**src/rtl/route_compute_unit.sv**
```systemverilog
// route_compute_unit
//   Sequential routing-decision unit for one Phoenix router. A header
//   destination is latched in IDLE, a one-hot output port is chosen by
//   dimension-order routing (XY or YX) in CALC, the unit then waits for that
//   port to be free and holds the grant under a valid/ack handshake.
//   A wait that runs for TIMEOUT cycles ends with a one-cycle route_fail.
//
//   Optional feature: define FAULT_DETOUR_EN to let a faulty primary port be
//   replaced by the productive port on the other axis. Without it,
//   fault_mask_i is ignored.
//
// Ports
//   clock_i       rising-edge clock
//   reset_i       asynchronous active-high reset
//   req_i         header valid, sampled only in IDLE
//   dest_i        header destination {X,Y}
//   port_busy_i   per-port "currently allocated"
//   fault_mask_i  per-port "faulty" (detour build only)
//   ack_i         switch control accepted the grant
//   out_port_o    one-hot granted port (zero unless route_valid_o)
//   route_valid_o grant pending, held until ack_i
//   route_fail_o  one-cycle pulse on timeout / no usable port
//   busy_o        high in every state except IDLE
module route_compute_unit #(
    parameter int                ADDR_W     = 16,
    parameter int                COORD_W    = ADDR_W / 2,
    parameter int                NPORT      = 5,
    parameter logic [ADDR_W-1:0] LOCAL_ADDR = '0,
    parameter int                YX_MODE    = 0,
    parameter int                TIMEOUT    = 255
) (
    input  logic              clock_i,
    input  logic              reset_i,
    input  logic              req_i,
    input  logic [ADDR_W-1:0] dest_i,
    input  logic [NPORT-1:0]  port_busy_i,
    input  logic [NPORT-1:0]  fault_mask_i,
    input  logic              ack_i,
    output logic [NPORT-1:0]  out_port_o,
    output logic              route_valid_o,
    output logic              route_fail_o,
    output logic              busy_o
);
    localparam int P_E = 0;
    localparam int P_W = 1;
    localparam int P_N = 2;
    localparam int P_S = 3;
    localparam int P_L = 4;

    localparam int              CW       = $clog2(TIMEOUT + 1);
    // Failing on the last busy cycle makes exactly TIMEOUT busy WAIT cycles.
    localparam logic [CW-1:0]   CNT_LAST = CW'(TIMEOUT - 1);
    localparam logic [COORD_W-1:0] LX = LOCAL_ADDR[ADDR_W-1 -: COORD_W];
    localparam logic [COORD_W-1:0] LY = LOCAL_ADDR[COORD_W-1:0];

    typedef enum logic [1:0] {S_IDLE, S_CALC, S_WAIT, S_GRANT} state_t;

    state_t            state_q;
    logic [ADDR_W-1:0] dest_q;
    logic [NPORT-1:0]  cand_q;
    logic [CW-1:0]     cnt_q;
    logic [NPORT-1:0]  out_port_q;
    logic              route_valid_q;
    logic              route_fail_q;
    logic              busy_q;

    logic [COORD_W-1:0] dx, dy;
    logic [NPORT-1:0]   px, py, prim, alt, sel, wait_port_d;
    logic               sel_ok;

    assign dx = dest_q[ADDR_W-1 -: COORD_W];
    assign dy = dest_q[COORD_W-1:0];

    // Port selection from the latched destination.
    always_comb begin
        px = '0;
        py = '0;
        if (dx > LX)      px[P_E] = 1'b1;
        else if (dx < LX) px[P_W] = 1'b1;
        if (dy > LY)      py[P_N] = 1'b1;
        else if (dy < LY) py[P_S] = 1'b1;
        // alt is the productive port on the non-primary axis (zero if none).
        if (YX_MODE != 0) begin
            prim = (|py) ? py : px;
            alt  = (|py) ? px : '0;
        end else begin
            prim = (|px) ? px : py;
            alt  = (|px) ? py : '0;
        end
        if (!(|prim)) prim[P_L] = 1'b1;
        sel    = prim;
        sel_ok = 1'b1;
`ifdef FAULT_DETOUR_EN
        if (!prim[P_L] && (|(prim & fault_mask_i))) begin
            if ((|alt) && !(|(alt & fault_mask_i))) begin
                sel = alt;
            end else begin
                sel    = '0;
                sel_ok = 1'b0;
            end
        end
`endif
    end

`ifndef FAULT_DETOUR_EN
    logic unused_fault;
    assign unused_fault = ^fault_mask_i;
`endif

    // While waiting, follow a changed detour choice; keep the old one if none.
    assign wait_port_d = sel_ok ? sel : cand_q;

    always_ff @(posedge clock_i or posedge reset_i) begin
        if (reset_i) begin
            state_q       <= S_IDLE;
            dest_q        <= '0;
            cand_q        <= '0;
            cnt_q         <= '0;
            out_port_q    <= '0;
            route_valid_q <= 1'b0;
            route_fail_q  <= 1'b0;
            busy_q        <= 1'b0;
        end else begin
            route_fail_q <= 1'b0;
            case (state_q)
                S_IDLE: begin
                    if (req_i) begin
                        dest_q  <= dest_i;
                        state_q <= S_CALC;
                        busy_q  <= 1'b1;
                    end
                end
                S_CALC: begin
                    cand_q <= sel;
                    if (!sel_ok) begin
                        route_fail_q <= 1'b1;
                        state_q      <= S_IDLE;
                        busy_q       <= 1'b0;
                    end else if (!(|(port_busy_i & sel))) begin
                        out_port_q    <= sel;
                        route_valid_q <= 1'b1;
                        state_q       <= S_GRANT;
                    end else begin
                        cnt_q   <= '0;
                        state_q <= S_WAIT;
                    end
                end
                S_WAIT: begin
                    cand_q <= wait_port_d;
                    if (!(|(port_busy_i & wait_port_d))) begin
                        out_port_q    <= wait_port_d;
                        route_valid_q <= 1'b1;
                        state_q       <= S_GRANT;
                    end else if (cnt_q == CNT_LAST) begin
                        route_fail_q <= 1'b1;
                        state_q      <= S_IDLE;
                        busy_q       <= 1'b0;
                    end else begin
                        cnt_q <= cnt_q + 1'b1;
                    end
                end
                S_GRANT: begin
                    if (ack_i) begin
                        out_port_q    <= '0;
                        route_valid_q <= 1'b0;
                        busy_q        <= 1'b0;
                        state_q       <= S_IDLE;
                    end
                end
                default: state_q <= S_IDLE;
            endcase
        end
    end

    assign out_port_o    = out_port_q;
    assign route_valid_o = route_valid_q;
    assign route_fail_o  = route_fail_q;
    assign busy_o        = busy_q;

endmodule

```
**config.mk**
```make
export PLATFORM = sky130hd
export DESIGN_NAME = route_compute_unit
export DESIGN_NICKNAME = d
export VERILOG_FILES = /design/src/rtl/route_compute_unit.sv
export SDC_FILE = /design/constraint.sdc
export NUM_CORES = 1
export LEC_CHECK = 0
export CORE_MARGIN = 2
export CORE_UTILIZATION = 43
export CTS_CLUSTER_DIAMETER = 150
export CTS_CLUSTER_SIZE = 30
export DETAILED_ROUTE_END_ITERATION = 7
export PLACE_DENSITY = 0.74
export SYNTH_ARGS = -nofsm -noshare
export SYNTH_HDL_FRONTEND = slang
export SYNTH_SLANG_ARGS = --single-unit
```
**constraint.sdc**
```tcl
create_clock -name clock_i -period 1.67 [get_ports clock_i]
set_input_delay 0.501 -clock clock_i [delete_from_list [all_inputs] [get_ports clock_i]]
set_output_delay 0.501 -clock clock_i [all_outputs]
set_load 0.1 [all_outputs]
```
== Word-level counts from Yosys, hierarchy flattened ==
Cells that the tools add are included.
Storage, ports and cells
  word-level logic and storage cells: 69
  input bits: 30
  output and inout bits: 8
  register bits after elaboration: 34
Cells by class
  $add $sub $neg: 1
  eq/ne operators: 12
  order comparisons: 4
  reduce and logical (&&, ||, !) cells: 12
  bitwise gates (word level): 2
  mux-type cells: 31
Operator list (number)
  $mux W8: 3
  $gt A8 B1 Y1 const B: 2
  $lt A8 B1 Y1 const B: 2
  $mux W1: 16
  $pmux W8 S2: 1
  $ne A2 B2 Y1 const B: 7
  $mux W5: 2
  $pmux W5 S2: 1
  $reduce_or A5 Y1: 2
  $add A8 B1 Y8 const B: 1
  $eq A8 B8 Y1 const B: 1
  $mux W2: 4
  $pmux W2 S4: 1
  $reduce_and A3 Y1: 2
  $and A5 B5 Y5: 1
  $reduce_and A5 Y1: 1
  $eq A2 B2 Y1 const B: 2
  $mux W4: 1
  $reduce_and A4 Y1: 1
  $reduce_bool A2 Y1: 2
  $reduce_or A2 Y1: 2
  $ne A3 B3 Y1 const B: 1
  $pmux W1 S3: 1
  $eq A2 B1 Y1 const B: 1
  other kinds (4): 4

== Longest topological paths before layout ==
Gate-level depths: netlist (run 1).
  depth in word-level cells: 11
  gate-level depth with buffers: 8
  gate-level depth less buffers: 7

== Least setup slack after synthesis (run 1) ==
No wires, ideal clock.
  path kind: reg-to-reg
  from: reg cnt_q[0]
  to: reg state_q[1]
  required time: 1549 ps
  period minus slack after synthesis: 1800 ps
  cell stages (with the launch flop): 9
  setup time: 121 ps
  path buffers: 1
  arrival: 1679 ps
  slack: -130 ps
  cell sequence: dfrtp_1 inv_1 ha_1 nand3_1 or2_1 buf_6 a2111oi_2 nor3_1 a22o_1
On the way
  cells in the longest elaborated chain, start to end: 3
RTL lines
  from (decl): line 61  | logic [CW-1:0] cnt_q;
  from (signal assigned): line 159  | cnt_q <= cnt_q + 1'b1;
  $eq A8 B8 Y1: line 154  | end else if (cnt_q == CNT_LAST) begin
  $ne A3 B3 Y1 (no source line)
  $reduce_and A3 Y1 (no source line)
  to (signal assigned): line 153  | state_q <= S_GRANT;
  to (signal assigned): line 156  | state_q <= S_IDLE;
  to (signal assigned): line 167  | state_q <= S_IDLE;
  to (decl): line 58  | state_t state_q;
No other way between the ends.
A chain may end at the register's enable or synchronous reset.

== Final worst setup path (run 1) ==
  from: reg dest_q[5]
  to: reg cnt_q[3]
On the way
  cells in the longest elaborated chain, start to end: 10
  elaborated cells on any way between the ends: 13
  those cells by class: 2 x order compare; 2 x eq/ne; 5 x mux; 1 x bitwise; 3 x reduce/logical
RTL lines
  from (decl): line 59  | logic [ADDR_W-1:0] dest_q;
  from (signal assigned): line 128  | dest_q <= dest_i;
  $lt A8 B1 Y1: line 81  | else if (dy < LY) py[P_S] = 1'b1;
  $mux W1: line 81
  $mux W1: line 80  | if (dy > LY) py[P_N] = 1'b1;
  $mux W4 *: line 87  | prim = (|px) ? px : py;
  $reduce_or A5 Y1: line 90  | if (!(|prim)) prim[P_L] = 1'b1;
  $mux W1: line 90
  $and A5 B5 Y5 *: line 139, 150
  $reduce_or A5 Y1 *: line 139, 150
  $ne A2 B2 Y1 (no source line)
  $reduce_and A4 Y1 (no source line) *
Mark *: on every way between the ends. The rest lies on a longest branch, timed or not.

==> out/metrics.cfg, run 1 <==
[final_layout]
final_core_util = 0.6716
mostFrequentLayoutCells = dfrtp_1, buf_4, clkdlybuf4s50_1
final_nets = 257
seqCellArea_um2 = 800.8
antennaDiodeCount = 0
multi_input_area_mm2 = 0.001005
final_cells = 272
areaGrowthSynthToFinish_pct = 49.93
n_fill_cell = 274
drive_gt1_frac = 0.3964

[die]
die_w_um = 68.55
io_pins = 38
start_util = 0.4479
die_h_um = 68.55
dieArea_mm2 = 0.004699
core_mm2 = 0.004000
rows = 23

[critical_path]
critPathSlowestCell = dfrtp_1
timing.critical_path.cells = nor4_4, buf_4, nand3_4, a31oi_4, o21ai_4, a221o_1
cp.arrival_ns = 2.08
path_delay_family = compound AO/OA/AOI/OAI gates
worstPathRequired_ns = 1.85
crit_path_max_fanout = 7
path_buf_inv = 1
worstSetupStartpointType = flip-flop
crit_path_max_incr_delay_ns = 0.42
worstSetupEndpointType = flip-flop
crit_type = reg2reg

[synthesis]
synth-async-reset-ratio = 1.000
synth_top_family_by_area = simple AND/OR/NAND/NOR gates
synth_top_area_frac = 0.4469
yosys-top-cells-area = dfrtp_1, mux2_2, ha_1
syn_inst = 154
synth_ff_type = dfrtp_1
ys_seq_area_frac = 0.4469
synth_compound_area_frac = 0.1599
syn_area_mm2 = 0.001792
ys_warn_count = 0
ys_seq_elements = 32
synth_simple_gate_area_share = 0.1934
yosys.area_share.xor_xnor = 0
avgSynthCellArea_um2 = 11.63
synth_fa_ha_area_frac = 0.04190
yosysUniqueCellTypes = 42
yosysTopAreaCell = dfrtp_1
synth_mux_area_frac = 0.1117
synth_edf_count = 0

[grt]
grt_max_degree = 33
antenna_found_initial = 0
grt_pass1_wl_um = 7500
grt_remaining_overflow = 0
first_global_vias = 1634
grt_usage = 0.2174

[power]
power_frac_comb = 0.497
clkPwrFrac = 0.185
ir_drop_v = 0.001137
p_sw_uw = 1696
power_uw = 4241
power_density_mw_per_mm2 = 1579
p_leak_uw = 0.001191
sw_frac_of_total = 0.3998
p_int_uw = 2546
p_seq_frac = 0.318

[clocking]
clkLatencyLatePin_ns = 0.30
cts_sinks = 32
htreeDepth = 2
clk_pin_slew_ns = 0.08
cts_buffers = 5
clock_path_buffers = 2
cts_tree = built
postCtsHoldBufs = 0
cts_root_buf = clkbuf_8

[timing]
fin_skew_ns = 0.006948
setup_violations = 15
fin_crit_sh = 1.142
holdWs_ns = 0.5288
fin_crit_ns = 1.908
rsz0062_at_grt = true
setup_slack_ns = -0.2378
finalMaxSlewViolations = 0
fmax_mhz = 524.2
finalHoldViolCount = 0

[status]
status = complete, but fails checks
violations = negative setup slack

[detailed_routing]
vias = 1575
final_antenna_net_count = 0
drt-pass1-iter-count = 4
drt-initial-drc-count = 173
wl_per_cell_um = 17.90
viasPerCell = 5.790
routed_wl_um = 4868
route.detailed.drc = 0

[worst_hold_path]
holdCritPathClass = in2async

[placement]
dp.cells = 256
numPortBuffers = 28
hpwl_um = 3023
gp_congestion = 0.8382

[run]
maxCapViolCount = 0

-- path summary, 6_finish.rpt --
| check | startpoint | to | slack [ns] | cells after the start |
|---|---|---|---|---|
| worst max-delay path | dest_q[5]$_DFFE_PP0P_ | cnt_q[3]$_DFFE_PP0P_ | -0.24 | 6 |
| worst min-delay path | reset_i | dest_q[9]$_DFFE_PP0P_ | 0.53 | 3 |
| worst max register to register | dest_q[5]$_DFFE_PP0P_ | cnt_q[3]$_DFFE_PP0P_ | -0.24 | 6 |
| worst min register to register | dest_q[15]$_DFFE_PP0P_ | dest_q[15]$_DFFE_PP0P_ | 0.53 | 1 |
| max in group asynchronous | reset_i | state_q[0]$_DFFE_PP0P_ | 0.97 | 3 |
| min in group clock_i | dest_q[15]$_DFFE_PP0P_ | dest_q[15]$_DFFE_PP0P_ | 0.53 | 1 |
-- cell type report --
cell class | instances | share of cell area
clock buffer | 5 | 0.02562
timing repair buffer | 66 | 0.2506
inverter | 8 | 0.01118
sequential | 32 | 0.2981
multi-input combinational | 108 | 0.3740
tap | 50 | 0.02329
clock inverter | 3 | 0.01723
-- Yosys cell counts, types with 3 or more instances --
library cell,number
dfrtp_1,32
mux2_2,16
and3_1,8
inv_1,8
nand2_1,7
nor2_1,7
nor4b_1,7
a221o_1,6
ha_1,6
nand4_1,5
a22o_1,4
a21o_1,3
a21oi_1,3
clkbuf_1,3
nand3_1,3
-- power by group through the flow --
| stage | Sequential (uW) | Clock (uW) | Combinational, uW |
|---|---|---|---|
| global placement | 1310 | 0 | 1880 |
| finish | 1350 | 785 | 2110 |
| CTS | 1340 | 773 | 2040 |
| global route | 1380 | 816 | 2250 |
| floorplan | 1560 | 0 | 985 |
| detailed placement | 1340 | 0 | 1960 |
-- metrics by stage --
stage | cell area, um2 | TNS [ns] | worst slack, ns
final | 2686 | -2.567 | -0.2378
after global routing | 2686 | -3.771 | -0.3000
after CTS | 2636 | -1.675 | -0.1588
after detailed placement | 2445 | -6.432 | -0.4603
after global placement | 2445 | -5.738 | -0.4144
after floorplan | 1829 | -0.3504 | -0.06155
-- tightest hold or removal path, delay by kind of cell --
family                 cells  cell delay (ns)
buffers and inverters      3             0.69
-- repair_timing --
item / CTS / global route
setup buffers: 4 / 4
pin swaps: 8 / 3
resized for setup: 12 / 5
setup endpoints to repair: 15 / 16
-- flip-flops by register name, summed over array words and instances (netlist names) --
name           cells
route_valid_o      1
state_q            2
out_port_o         3
cnt_q              8
dest_q            16
route_fail_o       1
busy_o             1
-- cells by family after synthesis --
| family | Yosys count |
|---|---|
| other | 1 |
| AOI/OAI and AO/OA | 32 |
| and+or+nand+nor | 50 |
| buffers and inverters | 15 |
| DFF | 32 |
| muxes | 18 |
| adders and majority gates | 6 |
-- metal layers --
metal | track usage | vias up | share of wire
met5 | 0 | - | 0
met4 | 0.07000 | 0 | 0.015
met3 | 0.05032 | 8 | 0.046
met2 | 0.4002 | 63 | 0.56
met1 | 0.2458 | 786 | 0.38
li1 | - | 718 | -
Power figures use the tool's default switching activity.
==> run 2, diff against run 1 <==
- CTS_CLUSTER_SIZE: 30 -> 14
- TNS_END_PERCENT: default -> 10
==> out/metrics.cfg, run 2 (synthesis gave the netlist of run 1 again) <==
[power]
sw_frac_of_total = 0.3746  ; -0.02517
ir_drop_v = 0.001143  ; +0.51%
clkPwrFrac = 0.200  ; +0.015
p_leak_uw = 0.001142  ; -4.1%
p_sw_uw = 1531  ; -9.7%
power_density_mw_per_mm2 = 1586  ; +0.48%
p_seq_frac = 0.327  ; +0.009
p_int_uw = 2556  ; +0.40%
power_frac_comb = 0.473  ; -0.024

[grt]
first_global_vias = 1494  ; -8.6%
antenna_found_initial = 0  ; unchanged
grt_remaining_overflow = 0  ; unchanged
grt_usage = 0.1892  ; -0.02820
grt_max_degree = 33  ; unchanged
grt_pass1_wl_um = 6651  ; -11%

[final_layout]
n_fill_cell = 277  ; +1.1%
mostFrequentLayoutCells = dfrtp_1, buf_4, clkdlybuf4s50_1
final_cells = 261  ; -4.0%
areaGrowthSynthToFinish_pct = 43.78
drive_gt1_frac = 0.3507  ; -0.04569
regMostFlops = dest_q
final_common_cell = dfrtp_1
largest_reg_flops = 16  ; unchanged
final_nets = 246  ; -4.3%
antennaDiodeCount = 0  ; unchanged

[critical_path]
worstSetupStartpointType = flip-flop
worstSetupStartpoint = dest_q[1]$_DFFE_PP0P_
worstPathRequired_ns = 1.84  ; about the same
crit_path_max_fanout = 7  ; unchanged
cp.arrival_ns = 2.09  ; about the same
crit_type = reg2reg
crit-reg2reg-launch = dest_q[1]$_DFFE_PP0P_
worstSetupEndpointType = flip-flop

[detailed_routing]
vias = 1420  ; -9.8%
final_antenna_net_count = 0  ; unchanged
routed_wl_um = 3889  ; -20%
route.detailed.drc = 0  ; unchanged
drt-pass1-iter-count = 4  ; unchanged
viasPerCell = 5.441  ; -6.0%
wl_per_cell_um = 14.90  ; -17%
drt-initial-drc-count = 52  ; -70%

[clocking]
cts_tree = built
clkLatencyLatePin_ns = 0.29  ; about the same
clk_pin_slew_ns = 0.07  ; about the same
cts_buffers = 5  ; unchanged
cts_sinks = 32  ; unchanged
htreeDepth = 2  ; unchanged
clock_path_buffers = 2  ; unchanged
cts_root_buf = clkbuf_8
cts_setup_buffers = 0  ; -4
postCtsHoldBufs = 0  ; unchanged

[worst_hold_path]
holdCritPathClass = reg2reg
min_from = dest_q[9]$_DFFE_PP0P_

[timing]
fin_skew_ns = 0.007729  ; +0.0007809 ns
setup_violations = 15  ; unchanged
rsz0062_at_grt = true
setup_slack_ns = -0.2432  ; -0.005370 ns
fin_crit_sh = 1.146  ; +0.003216
fmax_mhz = 522.7  ; -0.28%
fin_crit_ns = 1.913  ; +0.005370 ns
holdWs_ns = 0.5358  ; +0.006997 ns
finalHoldViolCount = 0  ; unchanged
finalMaxSlewViolations = 0  ; unchanged

[die]
rows = 23  ; unchanged
core_mm2 = 0.004000  ; unchanged
die_w_um = 68.55  ; unchanged
start_util = 0.4479  ; unchanged
die_h_um = 68.55  ; unchanged
io_pins = 38  ; unchanged
dieArea_mm2 = 0.004699  ; unchanged

[placement]
numPortBuffers = 28  ; unchanged
hpwl_um = 2883  ; -4.6%
dp_slack_ns = -0.4933  ; -0.03299 ns
dp.cells = 253  ; -1.2%
gp_congestion = 0.8318  ; -0.76%

[status]
status = complete, but fails checks
violations = negative setup slack

[run]
maxCapViolCount = 0  ; unchanged

==> run 2: changes by cell type in the layout (fill, tap and decap cells not counted), moves of 2 or more <==
cell      previous run  this run
buf_4               32        23
buf_6                3         0
a21oi_2              0         2
clkbuf_8             5         7
==> run 2: metal layers <==
metal	up-vias	global-route usage	wire [um]	part of all wire
met5	-	0	0	0
met4	0	0.07250	48	0.012
met3	6	0.04870	171	0.044
met2	40	0.3173	1950	0.50
met1	685	0.2326	1717	0.44
li1	689	-	-	-
==> run 2: path summary, 6_finish.rpt <==
kind                                          to  slack, ns  depth (start not counted)
min                        dest_q[9]$_DFFE_PP0P_       0.54                          1
max in group asynchronous     busy_o$_DFFE_PP0P_       0.95                          3
max reg2reg                 cnt_q[2]$_DFFE_PP0P_      -0.24                          5
min reg2reg                dest_q[9]$_DFFE_PP0P_       0.54                          1
max                         cnt_q[2]$_DFFE_PP0P_      -0.24                          5
min in group asynchronous   cnt_q[4]$_DFFE_PP0P_       0.55                          3
==> run 2: critical path, cell delays in order (launching register included) <==
cell	delay (ns)
dfrtp_1	0.41
nor4_4	0.43
nand3_4	0.17
a31oi_4	0.24
o21ai_2	0.17
a221o_1	0.38
==> run 2: metrics by stage <==
step / setup TNS (ns) / instance area, um2 / total power, uW / util
after CTS: -2.498 / 2570 / 4099 / 0.6425
after floorplan: -0.5048 / 1828 / 2540 / -
final: -2.705 / 2576 / 4087 / 0.6440
after global routing: -3.598 / 2576 / 4330 / 0.6440
after detailed placement: -6.082 / 2435 / 3262 / 0.6087
after global placement: -5.550 / 2435 / 3181 / 0.6087
==> run 2: power groups by stage <==
stage / Sequential, uW / Combinational [uW] / Clock [uW]
floorplan: 1560 / 983 / 0
global placement: 1310 / 1870 / 0
detailed placement: 1340 / 1920 / 0
CTS: 1330 / 1930 / 832
global route: 1370 / 2090 / 867
finish: 1340 / 1930 / 817
==> run 2: cell type report <==
cell class | count | area [um2] | share of cell area
timing repair buffer | 55 | 593.1 | 0.2302
tap | 50 | 62.56 | 0.02428
clock inverter | 1 | 30.03 | 0.01166
multi-input combinational | 108 | 963.4 | 0.3740
inverter | 8 | 30.03 | 0.01166
sequential | 32 | 800.8 | 0.3108
clock buffer | 7 | 96.34 | 0.03740
==> run 2: timing repair <==
| action | 4_1_cts | 5_1_grt |
|---|---|---|
| cloned | 0 | 0 |
| gates resized for setup | 2 | 2 |
| pin swaps | 4 | 0 |
| endpoints found under the setup margin | 15 | 16 |
